[config.mk]
export PLATFORM = sky130hd
export DESIGN_NAME = mem_wb_stage_flat
export DESIGN_NICKNAME = d
export VERILOG_FILES = /design/src/rtl/core_pkg.sv /design/src/rtl/mem_wb_stage_if.sv /design/src/rtl/mem_wb_stage_load_extract.sv /design/src/rtl/mem_wb_stage.sv /design/src/flat_wrapper.sv
export SDC_FILE = /design/constraint.sdc
export NUM_CORES = 1
export LEC_CHECK = 0
export CORE_MARGIN = 2
export CORE_UTILIZATION = 43
export DETAILED_ROUTE_END_ITERATION = 7
export PLACE_DENSITY = 0.95
export SLEW_MARGIN = 20
export SYNTH_ARGS = -nofsm -noshare
export SYNTH_HDL_FRONTEND = slang
export SYNTH_SLANG_ARGS = --single-unit
[constraint.sdc]
create_clock -name clk -period 6 [get_ports clk]
set_clock_uncertainty 0.1 [all_clocks]
set_input_delay 0.6 -clock clk [delete_from_list [all_inputs] [get_ports clk]]
set_output_delay 0.6 -clock clk [all_outputs]
set_load 0.005 [all_outputs]
[src/rtl/core_pkg.sv]
// ============================================================================
// core_pkg : shared writeback-select and load-width encodings for the RV32I core
// Rev 1.0
// ============================================================================
`default_nettype none

package core_pkg;

  typedef enum logic [1:0] {
    WB_ALU = 2'd0,
    WB_MEM = 2'd1,
    WB_PC4 = 2'd2,
    WB_IMM = 2'd3
  } wb_sel_e;

  localparam logic [2:0] F3_LB  = 3'd0;
  localparam logic [2:0] F3_LH  = 3'd1;
  localparam logic [2:0] F3_LW  = 3'd2;
  localparam logic [2:0] F3_LBU = 3'd4;
  localparam logic [2:0] F3_LHU = 3'd5;

endpackage

`default_nettype wire

[src/rtl/mem_wb_stage_if.sv]
// ============================================================================
// mem_wb_stage_if : MEM-stage result bundle feeding the MEM/WB boundary
// Rev 1.0
// ============================================================================
`default_nettype none

interface mem_wb_stage_if;
  logic        in_valid;
  logic        in_reg_write;
  logic [4:0]  in_rd;
  logic [1:0]  in_wb_sel;
  logic [31:0] in_alu_result;
  logic [31:0] in_pc4;
  logic [31:0] in_imm;
  logic [31:0] in_mem_rdata;
  logic [2:0]  in_funct3;

  modport master (
    output in_valid, in_reg_write, in_rd, in_wb_sel, in_alu_result,
           in_pc4, in_imm, in_mem_rdata, in_funct3
  );

  modport slave (
    input  in_valid, in_reg_write, in_rd, in_wb_sel, in_alu_result,
           in_pc4, in_imm, in_mem_rdata, in_funct3
  );
endinterface

`default_nettype wire

[src/rtl/mem_wb_stage_load_extract.sv]
// ============================================================================
// load_extract : selects and sign/zero-extends load data from an aligned word
// Rev 1.0
// ============================================================================
`default_nettype none

module load_extract
  import core_pkg::*;
(
  input  wire logic [31:0] rdata,
  input  wire logic [2:0]  funct3,
  input  wire logic [1:0]  offset,
  output logic      [31:0] data
);

  logic [7:0]  sel_byte;
  logic [15:0] sel_half;

  always_comb begin
    sel_byte = rdata[7:0];
    case (offset)
      2'd0:    sel_byte = rdata[7:0];
      2'd1:    sel_byte = rdata[15:8];
      2'd2:    sel_byte = rdata[23:16];
      default: sel_byte = rdata[31:24];
    endcase
  end

  // Halfword loads use only offset[1]; offset[0] is ignored
  assign sel_half = offset[1] ? rdata[31:16] : rdata[15:0];

  always_comb begin
    data = rdata;
    case (funct3)
      F3_LB:   data = {{24{sel_byte[7]}}, sel_byte};
      F3_LBU:  data = {24'h0, sel_byte};
      F3_LH:   data = {{16{sel_half[15]}}, sel_half};
      F3_LHU:  data = {16'h0, sel_half};
      default: data = rdata;
    endcase
  end

endmodule

`default_nettype wire

[src/rtl/mem_wb_stage.sv]
// ============================================================================
// mem_wb_stage : MEM/WB pipeline register with writeback select and retire count
// Rev 1.0
// ============================================================================
`default_nettype none

module mem_wb_stage
  import core_pkg::*;
#(
  parameter int CNT_W = 32
) (
  input  wire logic              clk,
  input  wire logic              rst,
  input  wire logic              stall,
  input  wire logic              flush,
  mem_wb_stage_if.slave          mem,
  output logic                   RegWrite,
  output logic       [4:0]       Wt_addr,
  output logic       [31:0]      Wt_data,
  output logic                   wb_valid,
  output logic       [CNT_W-1:0] retired
);

  logic [31:0] load_data;
  logic [31:0] next_data;
  logic        capture;

  load_extract u_load_extract (
    .rdata  (mem.in_mem_rdata),
    .funct3 (mem.in_funct3),
    .offset (mem.in_alu_result[1:0]),
    .data   (load_data)
  );

  always_comb begin
    next_data = mem.in_alu_result;
    case (mem.in_wb_sel)
      WB_ALU:  next_data = mem.in_alu_result;
      WB_MEM:  next_data = load_data;
      WB_PC4:  next_data = mem.in_pc4;
      default: next_data = mem.in_imm;
    endcase
  end

  assign capture = !flush && !stall;

  // Flush clears only the valid/enable bits; address and data are left stale
  always_ff @(posedge clk or posedge rst) begin
    if (rst) begin
      wb_valid <= 1'b0;
      RegWrite <= 1'b0;
      Wt_addr  <= 5'd0;
      Wt_data  <= 32'd0;
      retired  <= '0;
    end else if (flush) begin
      wb_valid <= 1'b0;
      RegWrite <= 1'b0;
    end else if (capture) begin
      wb_valid <= mem.in_valid;
      RegWrite <= mem.in_valid & mem.in_reg_write & (mem.in_rd != 5'd0);
      Wt_addr  <= mem.in_rd;
      Wt_data  <= next_data;
      if (mem.in_valid)
        retired <= retired + CNT_W'(1);
    end
  end

endmodule

`default_nettype wire

[src/flat_wrapper.sv]
// flat-port wrapper written by rule: the top's interface ports become plain ports
module mem_wb_stage_flat import core_pkg::*;
#(
  parameter int CNT_W = 32
)
  (clk, rst, stall, flush, RegWrite, Wt_addr, Wt_data, wb_valid, retired, mem_in_valid, mem_in_reg_write, mem_in_rd, mem_in_wb_sel, mem_in_alu_result, mem_in_pc4, mem_in_imm, mem_in_mem_rdata, mem_in_funct3);
  mem_wb_stage_if mem_i ();
  input  wire logic clk;
  input  wire logic rst;
  input  wire logic stall;
  input  wire logic flush;
  output logic RegWrite;
  output logic       [4:0] Wt_addr;
  output logic       [31:0] Wt_data;
  output logic wb_valid;
  output logic       [CNT_W-1:0] retired;
  input wire logic [$bits(mem_i.in_valid)-1:0] mem_in_valid;
  input wire logic [$bits(mem_i.in_reg_write)-1:0] mem_in_reg_write;
  input wire logic [$bits(mem_i.in_rd)-1:0] mem_in_rd;
  input wire logic [$bits(mem_i.in_wb_sel)-1:0] mem_in_wb_sel;
  input wire logic [$bits(mem_i.in_alu_result)-1:0] mem_in_alu_result;
  input wire logic [$bits(mem_i.in_pc4)-1:0] mem_in_pc4;
  input wire logic [$bits(mem_i.in_imm)-1:0] mem_in_imm;
  input wire logic [$bits(mem_i.in_mem_rdata)-1:0] mem_in_mem_rdata;
  input wire logic [$bits(mem_i.in_funct3)-1:0] mem_in_funct3;
  assign mem_i.in_valid = mem_in_valid;
  assign mem_i.in_reg_write = mem_in_reg_write;
  assign mem_i.in_rd = mem_in_rd;
  assign mem_i.in_wb_sel = mem_in_wb_sel;
  assign mem_i.in_alu_result = mem_in_alu_result;
  assign mem_i.in_pc4 = mem_in_pc4;
  assign mem_i.in_imm = mem_in_imm;
  assign mem_i.in_mem_rdata = mem_in_mem_rdata;
  assign mem_i.in_funct3 = mem_in_funct3;
  mem_wb_stage #(.CNT_W(CNT_W)) u_core (.clk(clk), .rst(rst), .stall(stall), .flush(flush), .mem(mem_i), .RegWrite(RegWrite), .Wt_addr(Wt_addr), .Wt_data(Wt_data), .wb_valid(wb_valid), .retired(retired));
endmodule
==> results.md <==
- GR Layer Usage met2: 0.5157
- Vias in the first global route: 4564
- Drt first pass iters: 5
- GRT Resource Usage Total: 0.2879
- Clock Pin Slew Worst Setup and Hold Paths: 0.08 ns
- Number of library cell types mapped by synthesis: 44
- Worst relative slew slack: 0.3177
- Gate count after technology mapping: 451
- Vias per cell: 5.765
- Syn_nets: 596
- RR Startpoint: u_core.retired[10]
- Per-cell routed wire length: 19.33 µm
- Routed Antenna Nets: 0
- Chip height: 101.9 µm
- Final wirelength: 15190 µm
- # Max-Cap Violations: 0
- Met3 usage: 0.07387
- Slew Limit Fails: 0
- Post-cts resize count: 0
- Commonest register cell after synthesis: dfrtp_1
- Synthesis-to-finish area growth: 58.95%
- Critical path origin: stall
- Post-synth ARST share: 1.000
- Crit path launch type: input port
- Routability cong.: 0.9073
- Initial detailed-routing violation count: 249
- Seq/Total Area, Yosys: 0.4315
- Clock sinks: 71
- CTS H-tree depth: 3
- Nets: 797
- Status: finished clean
- CTS hold repair buffers: 0
- Num rows: 35
- Yosys warns: 0
- Via count: 4531
- Cell Count, Final, Fillers Out: 786
- Tightest Pin Transition: 1.020 ns
- Share of post-route cells with drive strength above 1: 0.07915
- Worst path arrival time: 3.24 ns
- Hold WS: 0.3784 ns
- Antenna violations before repair: 0
- Crit. End Element: register
- Core area: 9284 µm²
- RSZ-0062 raised after global routing: no
- Final worst path period share: 0.5188
- DR DRC count: 0
- Hold/Removal Path Class: reg -> reg
- First-pass GRT wire length: 23000 µm
- Top Usage Layer GRT: met2
- Chip width: 101.9 µm
- Largest net degree at the start of global routing: 72
- Total congestion overflow: 0
- Num CTS Buffers: 9
- Top-level I/O count: 215
- # setup viols final: 0
- Fill cell count: 725
- Start point of the worst min-delay path: u_core.Wt_data[7]
- Total chip power: 1.367 mW
- Clk Latency, worst-skew pair: 0.35 ns
- Initial Util: 0.4435
- Met1 usage: 0.3387
- Worst flop-to-flop path endpoint: u_core.retired[26]
- IO Port Bufs: 214
- Total Die Area: 10370 µm²
- Synth Cell Area: 4118 µm²
- CTS Root Cell: clkbuf_8
- CP Max Fanout: 31
- VDD IR-drop max: 0.1124 mV
- # Post-CTS Setup Buffers: 0
- Worst Path Class, Setup: in -> reg
- Most frequent cells in the layout: 213 x clkdlybuf4s50_1, 71 x dfrtp_1, 53 x nand2_1, 47 x nor2_1, 29 x a21oi_1
- Pwr dens: 208.9 nW/µm²
- Commonest non-fill, non-tap cell in the layout: clkdlybuf4s50_1
- CTS tree: built
- Syn avg cell area: 9.130 µm²
- Critical Path RT: 6.13 ns
- Synthesized flop and latch total: 71
- Setup TNS: 0 ns
- Cells on Worst Hold Path: 1
- Worst Hold Path EP: u_core.Wt_data[7]
- Post-synth EDFFs: 0
- R2R depth: 5
- Post-Place Cells: 770
- Final Hold Viols: 0
- Dpl hpwl: 11540 µm
- Register-to-Register Setup Slack: 3.80 ns
- Sequential standard cell area: 1777 µm²
- Clock buffer depth: 2
- Area of the multi-input gates: 2185 µm²
- Number of antenna diodes: 0
- P_leak: 2.627 nW
- Minimum clock period: 3.113 ns
- F_max: 321.2 MHz
per-stage QoR:
| stage | instance area [µm²] | setup WS [ns] | util |
|---|---|---|---|
| floorplan | 4118 | 3.503 | - |
| global placement | 6355 | 2.682 | 0.6845 |
| detailed placement | 6355 | 2.624 | 0.6845 |
| CTS | 6550 | 2.932 | 0.7055 |
| global route | 6545 | 2.646 | 0.7050 |
| finish | 6545 | 2.887 | 0.7050 |
routing by layer:
layer / vias to the layer above / part of all wire
li1: 2068 / -
met1: 2192 / 0.37
met2: 243 / 0.52
met3: 28 / 0.090
met4: 0 / 0.019
met5: - / 0
area by class of cell:
class                   count  share of cell area
inverters                  14            0.008029
flip-flops and latches     71              0.2715
repair buffers            219              0.3323
clock inverters             6             0.01032
multi-input cells         337              0.3338
clock buffers              10             0.01950
well taps                 129             0.02466
synthesized netlist by cell type (2+ instances only):
cell type,instances,area [µm²]
mux2i_1,6,60.06
and3_1,6,37.54
o221ai_1,6,52.55
buf_2,4,20.02
nor2b_1,3,18.77
a221oi_1,19,166.4
clkbuf_1,23,86.33
nand2b_1,7,43.79
nand3_1,9,45.04
nor2_1,49,183.9
nand2_1,53,198.9
nor3_1,4,20.02
a211oi_1,4,30.03
buf_1,2,7.510
o22ai_1,27,168.9
nand4_1,7,43.79
mux2_2,22,247.7
and2_1,2,12.51
xnor2_1,20,175.2
o21ai_0,17,85.08
a21oi_1,29,145.1
a221o_1,7,70.07
xor2_1,11,96.34
inv_1,14,52.55
dfrtp_1,71,1777
a41oi_1,10,87.58
a31oi_1,2,12.51
critical path, stage by stage:
cell	delay [ns]
clkdlybuf4s50_1	0.53
nor2_4	0.55
buf_4	0.43
nand3_1	0.15
nor4_2	0.59
nand4_1	0.21
xnor2_1	0.16
report_power, final:
| group | total (mW) | internal (mW) | switching, mW |
|---|---|---|---|
| sequential | 0.574 | 0.532 | 0.0418 |
| clock | 0.390 | 0.195 | 0.195 |
| combinational | 0.403 | 0.245 | 0.158 |
| total | 1.37 | 0.972 | 0.395 |
kinds of logic (layout without fill, tap and decap cells):
| logic type | count (synthesis) | in the layout | synth area share |
|---|---|---|---|
| simple gates | 151 | 151 | 0.1738 |
| xor+xnor | 31 | 31 | 0.06594 |
| compound gates | 126 | 126 | 0.2106 |
| fa+ha+maj | 1 | 1 | 0.003038 |
| mux | 28 | 28 | 0.07475 |
| flops | 71 | 71 | 0.4315 |
| buf+inv | 43 | 249 | 0.04041 |
registers in the layout (all words and copies together), names as in the netlist:
register	count
u_core.Wt_data	32
u_core.retired	32
u_core.Wt_addr	5
u_core.RegWrite	1
u_core.wb_valid	1
worst max-delay path by stage:
stage	slack (ns)	endpoint	cells past startpoint
detailed placement	2.62	u_core.retired[25]	7
global route	2.65	u_core.retired[31]	7
CTS	2.93	u_core.retired[31]	7
floorplan	3.50	u_core.RegWrite	1
global placement	2.68	u_core.retired[31]	7
finish	2.89	u_core.retired[25]	7
Note: power is estimated with default switching activity, not from simulation.
==> variant 1 (config.mk and constraints unchanged) <==
Register the output `retired` once more, cleared by the reset; this adds one clock of latency there. The other outputs are not delayed to match.
--- a/src/rtl/mem_wb_stage.sv
+++ b/src/rtl/mem_wb_stage.sv
@@ -20,6 +20,8 @@
   output logic                   wb_valid,
   output logic       [CNT_W-1:0] retired
 );
+
+  logic       [CNT_W-1:0] retired_s0;
 
   logic [31:0] load_data;
   logic [31:0] next_data;
@@ -51,7 +53,7 @@
       RegWrite <= 1'b0;
       Wt_addr  <= 5'd0;
       Wt_data  <= 32'd0;
-      retired  <= '0;
+      retired_s0 <= '0;
     end else if (flush) begin
       wb_valid <= 1'b0;
       RegWrite <= 1'b0;
@@ -61,7 +63,15 @@
       Wt_addr  <= mem.in_rd;
       Wt_data  <= next_data;
       if (mem.in_valid)
-        retired <= retired + CNT_W'(1);
+        retired_s0 <= retired_s0 + CNT_W'(1);
+    end
+  end
+
+  always_ff @(posedge clk or posedge rst) begin
+    if (rst) begin
+      retired <= '0;
+    end else begin
+      retired <= retired_s0;
     end
   end
 
Behaviour: not the same (a bounded check fails within 4 cycles, from zero or initial values and one cycle with rst high).
==> variant 1 against the unedited design <==
Count of clock-buffer cells in the layout grew 2. Synthesized area grew 27%. Maximum frequency grew 5.4%. Combinational power grew 5.7%. Routed wire length grew 12%. Synthesized cell count grew 8.2%. Sequential cell count grew 32. Cell area grew 18%. Setup slack gained 0.16 ns. Power grew 34%. Largest power group unchanged. Sequential share of layout area grew 6.3 points.
==> variant 1: results <==
{
  "reg_top3": "u_core.Wt_data x32, u_core.retired x32, u_core.retired_s0 x32",
  "min-delay-start": "u_core.retired_s0[15]",
  "fillers": 926,
  "use_met3": 0.0508,
  "grt_pass1_vias": 5024,
  "multi_input_area_mm2": 0.00241,
  "yosysUniqueCellTypes": 47,
  "pre_cts_slack_ns": 2.70,
  "buffers": 217,
  "num-clock-buffers": 12,
  "root_buffer": "clkbuf_16",
  "ir_drop_v": 0.000122,
  "drtIter0Drc": 351,
  "min_to": "u_core.retired[15]",
  "rr_endpoint": "u_core.retired_s0[30]",
  "grt_max_degree": 68,
  "seqCellArea_mm2": 0.00258,
  "r2r_slack_ns": 4.13,
  "nWellTaps": 147,
  "gp_congestion": 0.888,
  "area_growth_syn_to_layout_pct": 47.4,
  "synth_nets": 633,
  "clkTransAtPathRegs_ns": 0.06,
  "n_all_inverters": 18,
  "grt_use_met2": 0.456,
  "status": "finished clean",
  "dr_wl_met3_um": 1190,
  "critPathMaxFanout": 25,
  "wl_met2_um": 8570,
  "dp_hpwl_um": 12700,
  "yosysSeqAreaShare": 0.493,
  "rr_startpoint": "u_core.retired_s0[10]",
  "placed_area_mm2": 0.00740,
  "layout.nonclk_buf_frac": 0.280,
  "internal-power_mw": 1.36,
  "final-clk-cell-share": 0.0388,
  "powerDensity_mw_per_mm2": 238,
  "ys_warn_count": 0,
  "drt_wl_total_um": 17000,
  "num-nets-final": 824,
  "crit_arrival_ns": 3.07,
  "instances_no_fill": 831,
  "synthTopCellsByArea": "dfrtp_1, mux2_2, xnor2_1, a221oi_1, o22ai_1",
  "clock_sinks": 103,
  "yosys-top-cells-count": "dfrtp_1, nor2_1, mux2_2, xnor2_1, nand2_1",
  "syn_area_per_cell_um2": 10.7,
  "grt_use_total": 0.260,
  "rr_worst_depth": 4,
  "whs_ns": 0.321,
  "worst_slew_pin_slew_ns": 0.886,
  "p_leak_nw": 3.17,
  "hold_depth": 0,
  "use_met1": 0.315,
  "via_count": 4924,
  "drive_gt1_frac": 0.0994,
  "num-multi-input-gates": 330,
  "seq_power_share": 0.443
}
-- variant 1: how the worst max path moves through the flow --
stage                                    end             start  depth (start not counted)  slack, ns
final                      u_core.Wt_data[2]  mem_in_funct3[1]                          5       3.05
after global routing      u_core.Wt_data[22]             stall                          5       2.88
after CTS                 u_core.Wt_data[18]             flush                          5       3.05
after detailed placement  u_core.Wt_data[18]             flush                          5       2.70
after global placement    u_core.Wt_data[23]             flush                          5       2.87
after floorplan              u_core.RegWrite               rst                          1       2.60
-- variant 1: logic make-up after synthesis --
kind of cell / count (synthesis) / share of synthesized area
adder cells (fa/ha/maj): 1 / 0.00239
multiplexers: 41 / 0.0855
buffers and inverters: 55 / 0.0481
flip-flops: 103 / 0.493
XOR/XNOR: 31 / 0.0520
AO/OA/AOI/OAI: 127 / 0.190
AND/OR/NAND/NOR: 130 / 0.129
-- variant 1: worst max-delay path, stage by stage --
cell             delay (ns)
clkdlybuf4s50_1        0.78
inv_1                  0.80
nand3_1                0.26
o221a_2                0.31
a221o_1                0.32
==> variant 2 (config.mk and constraints unchanged) <==
Without the edit above. `CNT_W` is set to 32 in 2 places; all go to 24.
--- a/src/rtl/mem_wb_stage.sv
+++ b/src/rtl/mem_wb_stage.sv
@@ -7,7 +7,7 @@
 module mem_wb_stage
   import core_pkg::*;
 #(
-  parameter int CNT_W = 32
+  parameter int CNT_W = 24
 ) (
   input  wire logic              clk,
   input  wire logic              rst,
--- a/src/flat_wrapper.sv
+++ b/src/flat_wrapper.sv
@@ -1,7 +1,7 @@
 // flat-port wrapper written by rule: the top's interface ports become plain ports
 module mem_wb_stage_flat import core_pkg::*;
 #(
-  parameter int CNT_W = 32
+  parameter int CNT_W = 24
 )
   (clk, rst, stall, flush, RegWrite, Wt_addr, Wt_data, wb_valid, retired, mem_in_valid, mem_in_reg_write, mem_in_rd, mem_in_wb_sel, mem_in_alu_result, mem_in_pc4, mem_in_imm, mem_in_mem_rdata, mem_in_funct3);
   mem_wb_stage_if mem_i ();
Ports: changed (resized retired); port bits go from 215 to 207. The function was not compared with the original's and may differ.
==> variant 2 against the unedited design <==
Setup slack lost 0.19 ns. Highest routed layer unchanged. Power shrank 3.7%. Worst hold slack gained 0.0056 ns. First-iteration DRC count grew 23%. Critical endpoint is now u_core.Wt_data[26]. Cell area shrank 5.8%. Global-route usage grew 0.33 points. Core utilization shrank 0.14 points. Routed wire length shrank 4.0%. Clock power shrank 3%. Synthesized area shrank 5.5%. Via count shrank 3.4%. Sequential cell count shrank 8.
==> variant 2: results <==
{
  "dp_cells": 705,
  "wl_met2_um": 7120,
  "grt_first_pass_wirelength_um": 22700,
  "synthCells": 422,
  "max_slew_margin": 0.305,
  "num-nets-final": 753,
  "rr_startpoint": "u_core.retired[2]",
  "worstSetupEndpoint": "u_core.Wt_data[26]",
  "seqCellArea_mm2": 0.00158,
  "synth_nets": 567,
  "grt_pass1_vias": 4456,
  "yosysUniqueCellTypes": 42,
  "instances_no_fill": 721,
  "met1_length_um": 5510,
  "io_buffers": 206,
  "grt_use_met2": 0.495,
  "p_leak_nw": 2.37,
  "min_to": "u_core.Wt_data[2]",
  "r2r_slack_ns": 4.09,
  "grt_max_degree": 64,
  "cp_top_family": "compound AO/OA/AOI/OAI gates",
  "whs_ns": 0.384,
  "synthTopCellsByArea": "dfrtp_1, a221oi_1, o22ai_1, mux2_2, xnor2_1",
  "use_met3": 0.0731,
  "drt_wl_total_um": 14600,
  "yosys-top-cells-count": "dfrtp_1, o22ai_1, nand2_1",
  "placed_area_mm2": 0.00597,
  "internal-power_uw": 923,
  "fillers": 649,
  "grt_use_total": 0.291,
  "cpPeakStageDelay_ns": 1.12,
  "synth.top_cell.area_share": 0.405,
  "hold_depth": 2,
  "rr_worst_depth": 4,
  "ir_drop_v": 0.000102,
  "dr_wl_met3_um": 1290,
  "gp_congestion": 0.903,
  "pre_cts_slack_ns": 2.38,
  "period_minus_slack_ns": 3.30,
  "dp_hpwl_um": 10900,
  "critPathMaxFanout": 27,
  "rr_endpoint": "u_core.retired[18]",
  "reg_top3": "u_core.Wt_data x32, u_core.retired x24, u_core.Wt_addr x5",
  "status": "finished clean",
  "use_met1": 0.349
}
variant 2: kinds of logic (layout without fill, tap and decap cells):
group                      Yosys count  in the layout  share of synthesized area
adders and majority gates            1              1                    0.00321
and+or+nand+nor                    122            122                      0.161
AOI/OAI and AO/OA                  141            141                      0.250
buffers and inverters               43            234                     0.0463
DFF                                 63             63                      0.405
muxes                               29             29                     0.0823
xor gates and xnor gates            23             23                     0.0518
variant 2: final cells by class:
| cell class | count | share of cell area |
|---|---|---|
| Timing Repair Buffer | 208 | 0.337 |
| Clock inverter | 6 | 0.0114 |
| Tap cell | 108 | 0.0219 |
| Inverter | 10 | 0.00609 |
| Multi-Input combinational cell | 316 | 0.347 |
| Sequential cell | 63 | 0.256 |
| Clock buffer | 10 | 0.0207 |
variant 2: power groups by stage:
stage	registers, mW	logic [mW]	clock network, mW
after floorplan	0.529	0.151	0
after global placement	0.528	0.395	0
after detailed placement	0.532	0.411	0
after CTS	0.524	0.412	0.379
after global routing	0.532	0.441	0.400
final	0.526	0.411	0.379
